==> config.mk <==
export PLATFORM = sky130hd
export DESIGN_NAME = pc_redirect
export DESIGN_NICKNAME = d
export VERILOG_FILES = /design/src/rtl/pc_redirect_pkg.sv /design/src/rtl/pc_redirect.sv
export SDC_FILE = /design/constraint.sdc
export NUM_CORES = 1
export LEC_CHECK = 0
export BUFFER_PORTS_ARGS = -buffer_cell sky130_fd_sc_hd__buf_2
export CORE_MARGIN = 2
export CORE_UTILIZATION = 48
export DETAILED_ROUTE_END_ITERATION = 10
export HOLD_SLACK_MARGIN = 0.12
export PLACE_DENSITY = 0.77
export SLEW_MARGIN = 5
export SYNTH_ARGS = -nofsm -noshare
export SYNTH_HDL_FRONTEND = slang
export SYNTH_SLANG_ARGS = --single-unit
==> constraint.sdc <==
create_clock -name clock -period 2.1 [get_ports clock]
set_clock_uncertainty 0.05 [all_clocks]
set_input_delay 0.21 -clock clock [delete_from_list [all_inputs] [get_ports clock]]
set_output_delay 0.21 -clock clock [all_outputs]
set_load 0.02 [all_outputs]
==> src/rtl/pc_redirect_pkg.sv <==
// Shared types and constants for the PC redirect unit.
// The FSM state encoding, the fetch stride and the default reset PC live here.
package pc_redirect_pkg;

    typedef enum logic [1:0] {
        RUN  = 2'b00,
        HOLD = 2'b01,
        PEND = 2'b10
    } pc_state_e;

    localparam int PC_INC = 4;

    localparam logic [31:0] DEFAULT_RESET_PC = 32'h0000_0000;

endpackage

==> src/rtl/pc_redirect.sv <==
// Fetch PC sequencer: redirect, stall hold and pending-redirect handling.
// Optional BRANCH_STATS_EN adds saturating redirect/pend counters.
module pc_redirect
    import pc_redirect_pkg::*;
#(
    parameter int               WIDTH    = 32,
    parameter logic [WIDTH-1:0] RESET_PC = WIDTH'(DEFAULT_RESET_PC)
) (
    input  logic             clock,
    input  logic             nReset,
    input  logic             BEQ,
    input  logic             BNE,
    input  logic             BLT,
    input  logic             BGE,
    input  logic             jump,
    input  logic [WIDTH-1:0] target,
    input  logic             stall,
    input  logic             imem_ready,
    output logic [WIDTH-1:0] pc,
    output logic [WIDTH-1:0] pc_plus4,
    output logic             flush,
    output logic             misalign,
    output logic [1:0]       state
`ifdef BRANCH_STATS_EN
    ,
    output logic [31:0]      redirect_cnt,
    output logic [31:0]      pend_cnt
`endif
);

    pc_state_e        state_q, state_d;
    logic [WIDTH-1:0] pc_q, pc_d;
    logic [WIDTH-1:0] pend_pc_q, pend_pc_d;
    logic             misalign_q, misalign_d;

    logic             take;
    logic [WIDTH-1:0] tgt;
    logic [WIDTH-1:0] pc_inc;

    assign take   = BEQ | BNE | BLT | BGE | jump;
    assign tgt    = target & ~WIDTH'(1);
    assign pc_inc = pc_q + WIDTH'(PC_INC);

    assign pc       = pc_q;
    assign pc_plus4 = pc_inc;
    assign flush    = take & nReset;
    assign misalign = misalign_q;
    assign state    = state_q;

    // Next PC / state: a redirect wins over stall and over a pending target.
    always_comb begin
        state_d    = state_q;
        pc_d       = pc_q;
        pend_pc_d  = pend_pc_q;
        misalign_d = 1'b0;
        if (take) begin
            misalign_d = tgt[1];
            if (imem_ready) begin
                pc_d    = tgt;
                state_d = RUN;
            end else begin
                pend_pc_d = tgt;
                state_d   = PEND;
            end
        end else begin
            case (state_q)
                HOLD: begin
                    if (!stall) begin
                        state_d = RUN;
                    end
                end
                PEND: begin
                    if (imem_ready) begin
                        pc_d    = pend_pc_q;
                        state_d = RUN;
                    end
                end
                default: begin
                    if (stall && imem_ready) begin
                        state_d = HOLD;
                    end else if (!stall && imem_ready) begin
                        pc_d = pc_inc;
                    end
                end
            endcase
        end
    end

    // PC, pending target, state and misalign pulse registers.
    always_ff @(posedge clock or negedge nReset) begin
        if (!nReset) begin
            state_q    <= RUN;
            pc_q       <= RESET_PC;
            pend_pc_q  <= '0;
            misalign_q <= 1'b0;
        end else begin
            state_q    <= state_d;
            pc_q       <= pc_d;
            pend_pc_q  <= pend_pc_d;
            misalign_q <= misalign_d;
        end
    end

`ifdef BRANCH_STATS_EN
    generate
        logic [31:0] redirect_cnt_q, redirect_cnt_d;
        logic [31:0] pend_cnt_q, pend_cnt_d;

        // Saturating counts of redirects and of cycles spent in PEND.
        always_comb begin
            redirect_cnt_d = redirect_cnt_q;
            pend_cnt_d     = pend_cnt_q;
            if (take && redirect_cnt_q != 32'hFFFF_FFFF) begin
                redirect_cnt_d = redirect_cnt_q + 32'd1;
            end
            if (state_q == PEND && pend_cnt_q != 32'hFFFF_FFFF) begin
                pend_cnt_d = pend_cnt_q + 32'd1;
            end
        end

        // Counter registers.
        always_ff @(posedge clock or negedge nReset) begin
            if (!nReset) begin
                redirect_cnt_q <= '0;
                pend_cnt_q     <= '0;
            end else begin
                redirect_cnt_q <= redirect_cnt_d;
                pend_cnt_q     <= pend_cnt_d;
            end
        end

        assign redirect_cnt = redirect_cnt_q;
        assign pend_cnt     = pend_cnt_q;
    endgenerate
`endif

endmodule

* Yosys cells after proc, flatten, opt, wreduce, memory -nomap -nowiden *
Index checks and enable logic that the tools add are counted.

operators by class
  equal/unequal tests = 8
  div/mod/pow operators = 0
  $add $sub $neg = 1
  reduce and logical (&&, ||, !) cells = 8
  muxes and demuxes = 13
  order comparisons = 0
  shifts and indexed selects = 0
  $mul = 0
  bitwise gates (word level) = 6

operator list
  cell                     count
  $mux W32                 5
  $pmux W32 S2             1
  $add A32 B3 Y32 const B  1
  $mux W2                  5
  $ne A2 B2 Y1 const B     3
  $ne A3 B3 Y1 const B     2
  $reduce_and A5 Y1        1
  $or A1 B1 Y1             4
  $pmux W2 S2              1
  $reduce_bool A4 Y1       1
  $ne A3 B2 Y1 const B     1
  $reduce_and A3 Y1        1
  $reduce_bool A3 Y1       1
  $eq A2 B1 Y1 const B     1
  $eq A2 B2 Y1 const B     1
  $logic_and A1 B1 Y1      2
  $reduce_and A2 Y1        1
  $and A1 B1 Y1            1
  $logic_not A1 Y1         1
  $mux W1                  1
  $not A1 Y1               1

storage, ports and cells
  ROM bits = 0
  latch bits = 0
  logic and storage cells = 40
  bits in registers = 66
  memories = 0
  bits of input ports = 41
  RAM bits = 0

* Logic depth before layout (Yosys ltp) *
  depth after elaboration = 6
  gate-level depth with buffers = 9
  gate-level depth less buffers = 7

* Least setup slack after synthesis *
OpenSTA, ideal clock, no wires.

  path kind = reg2out
  start point = reg pc_q[10], in the netlist pc[10]
  end point = out pc_plus4[31]
  data required time = 1.840 ns
  arrival = 1.964 ns
  path slack = -0.124 ns
  cell stages (with the launch flop) = 7
  cell sequence = dfrtp_1 -> buf_2 -> nand4_2 -> nor4_4 -> buf_2 -> nand2_1 -> xnor2_1

on the way
  word-level cells in the longest chain between the ends = 1

RTL lines
  what                    line               text
  start, declared         pc_redirect.sv:32  logic [WIDTH-1:0] pc_q, pc_d;
  start signal, assigned  pc_redirect.sv:98  pc_q <= pc_d;
  $add A32 B3 Y32         pc_redirect.sv:42  assign pc_inc = pc_q + WIDTH'(PC_INC);
  end, declared           pc_redirect.sv:20  output logic [WIDTH-1:0] pc_plus4,

Every way passes these cells.

* Worst setup path in the final report *
  start point = reg pc_q[3], in the netlist pc[3]
  end point = out pc_plus4[16]

Same word-level chain as after synthesis.

==> impl_metrics.json <==
{
  "synth_ff_type": "dfrtp_1",
  "gr-usage-met1_pct": 37.5,
  "reg2reg_depth": 7,
  "hold_violations": 0,
  "arrival_ns": 2.13,
  "synth_common_cells": "dfrtp_1 (65), a21oi_1 (45), nand2_1 (35), o21ai_0 (34), mux2_2 (31)",
  "htreeDepth": 3,
  "core_area_mm2": 0.00809,
  "clk_latency_ns": 0.35,
  "wl_um": 14100,
  "synth_area_per_cell_um2": 9.03,
  "rows": 33,
  "cts.sinks": 65,
  "grt_first_pass_wirelength_um": 19600,
  "end_kind": "output pin",
  "fillCellCount": 514,
  "synth_top_cell_by_area": "dfrtp_1",
  "grt_max_degree": 66,
  "regArea_mm2": 0.00163,
  "yosysMostFrequentCell": "dfrtp_1",
  "drt-initial-drc-count": 566,
  "track_usage_pct": 28.2,
  "max_freq_mhz": 418,
  "die_h_um": 94.9,
  "syn_area_mm2": 0.00396,
  "antenna_cells": 0,
  "wl_per_cell_um": 19.3,
  "crit_fanout": 5,
  "dieWidth_um": 94.9,
  "seq_area_frac_synth_pct": 41.0,
  "drive_gt1_share_pct": 44.8,
  "maxCapViolations": 0,
  "yosysWarnings": 0,
  "layout.nets": 668,
  "start_util_pct": 49.0,
  "worstHoldPathType": "primary input to flop",
  "yosys.cell_types.count": 47,
  "grt_busiest_layer": "met2",
  "setup_violations": 27,
  "async_flop_share_pct": 100,
  "dp_hpwl_um": 7980,
  "crit_path_start_kind": "flop",
  "final_antenna_net_count": 0,
  "port_buffers": 105,
  "reg2reg_to": "pc[15]",
  "cp.required_ns": 1.84,
  "rsz0062_at_grt": "yes",
  "path_class": "flop to output pin",
  "synth-edff-count": 0,
  "synth_top_area_share_pct": 41.0,
  "regToRegSetupSlack_ns": -0.05,
  "status": "finished with violations",
  "die_area_mm2": 0.00900,
  "pin_count": 109,
  "dr.pass1.iters": 5,
  "ir_drop_mv": 0.338,
  "vias": 4404,
  "r2r-start": "pc[3]",
  "cts_inserted_buffers": 9,
  "routabilityCongestion": 0.910,
  "fin_crit_sh_pct": 114,
  "path_clk_slew_ns": 0.08,
  "cts.path.max_buffers": 2,
  "p_leak_uw": 0.00273,
  "syn_inst": 439,
  "failed_checks": "setup timing",
  "grtUsageMet3_pct": 3.03,
  "ys_ff_latch": 65,
  "antenna_found_initial": 0,
  "met2_usage_pct": 46.2,
  "cp-endpoint": "pc_plus4[16]",
  "viasPerCell": 6.00,
  "grt_pass1_vias": 3985,
  "gr-total-overflow": 0,
  "powerDensity_mw_per_mm2": 599,
  "finalCriticalPeriod_ns": 2.39,
  "dp_slack_ns": 0.0609,
  "multiInputGateArea_mm2": 0.00248,
  "layout_setup_ws_ns": -0.295,
  "area_growth_syn_to_layout_pct": 52.1,
  "drv_slew": 0,
  "drc": 0,
  "crit_path_start": "pc[3]",
  "cts_root_buf": "clkbuf_8",
  "synth_area_leaders": "dfrtp_1 (41%), mux2_2 (8.8%), a21oi_1 (5.7%), xnor2_1 (4.4%), o21ai_0 (4.3%)",
  "fin_hold_ws_ns": 0.253,
  "cts_tree": "done"
}
==> layer usage <==
layer  share of wire, %  wire length, um
met1                 39             5500
met3                8.2             1160
met4                5.6              787
met5                  0                0
met2                 47             6690
==> layout make-up <==
cell class                 instances  share of cell area (%)
multi-input combinational        325                    41.1
sequential                        65                    27.1
timing repair buffer             209                    25.9
clock buffer                      13                    2.64
tap                              105                    2.18
inverter                          14                   0.872
clock inverter                     3                   0.249
==> worst min-delay path by stage <==
stage / from / endpoint / slack (ns) / cells past startpoint
global route: stall / state[0] / 0.30 / 4
finish: stall / state[0] / 0.25 / 4
floorplan: nReset / misalign / -0.14 / 0
detailed placement: nReset / pend_pc_q[2] / 0.25 / 2
global placement: nReset / pend_pc_q[2] / 0.25 / 2
CTS: stall / state[0] / 0.21 / 4
==> critical path: stages (launching register included) <==
cell     delay (ns)
dfrtp_1        0.38
buf_4          0.13
ha_4           0.16
nand3_4        0.11
nor2_2         0.25
nand4_1        0.28
xnor2_2        0.26
buf_2          0.20
==> registers in the layout (all words and copies together), names as in the netlist <==
name and count:
misalign 1, pend_pc_q 31, pc 31, state 2
==> through the flow <==
step / area, um2 / std cells / utilization [%] / total power (uW) / TNS (ns)
global route: 6030 / 734 / 74.5 / 3740 / -5.37
floorplan: 4030 / 440 / - / 2050 / 0
global placement: 4950 / 659 / 61.1 / 2400 / 0
detailed placement: 4950 / 659 / 61.1 / 2430 / 0
finish: 6030 / 734 / 74.5 / 3610 / -3.46
CTS: 5790 / 725 / 71.5 / 3490 / -1.98
==> cells by family after synthesis <==
kind of cell	after synthesis	synth area share, %
AO/OA/AOI/OAI	133	20.1
AND/OR/NAND/NOR	126	16.7
flip-flops	65	41.0
buffers and inverters	50	5.68
multiplexers	33	9.31
XOR/XNOR	28	6.19
adder cells (fa/ha/maj)	3	0.947
other	1	0.0946
==> cells in the final DEF, fill, tap and decap left out, drive strengths merged, types with 6 or more instances in the layout <==
cell         instances
dfrtp               65
buf                176
nor2                23
o31a                15
and3                 6
clkbuf              13
o21ai               41
o22ai                9
a31oi                6
nor4                 6
xor2                 8
xnor2               20
nand4                9
mux2                31
a21oi               45
nor3                19
dlygate4sd3         33
nand3               15
nand2               35
inv                 14
==> power breakdown <==
| group | switching, uW | total, uW | leakage (uW) | internal [uW] |
|---|---|---|---|---|
| Combinational | 630 | 1130 | 0.00187 | 501 |
| Clock | 482 | 969 | 0.0000932 | 488 |
| Sequential | 127 | 1510 | 0.000764 | 1380 |
==> repair_timing <==
action,CTS,global route
endpoints found under the hold margin,98,0
resized for setup,54,39
buffers inserted,17,9
hold buffers,33,0
setup endpoints to repair,23,43
pin swaps,16,19
Note: power is estimated with default switching activity, not from simulation.
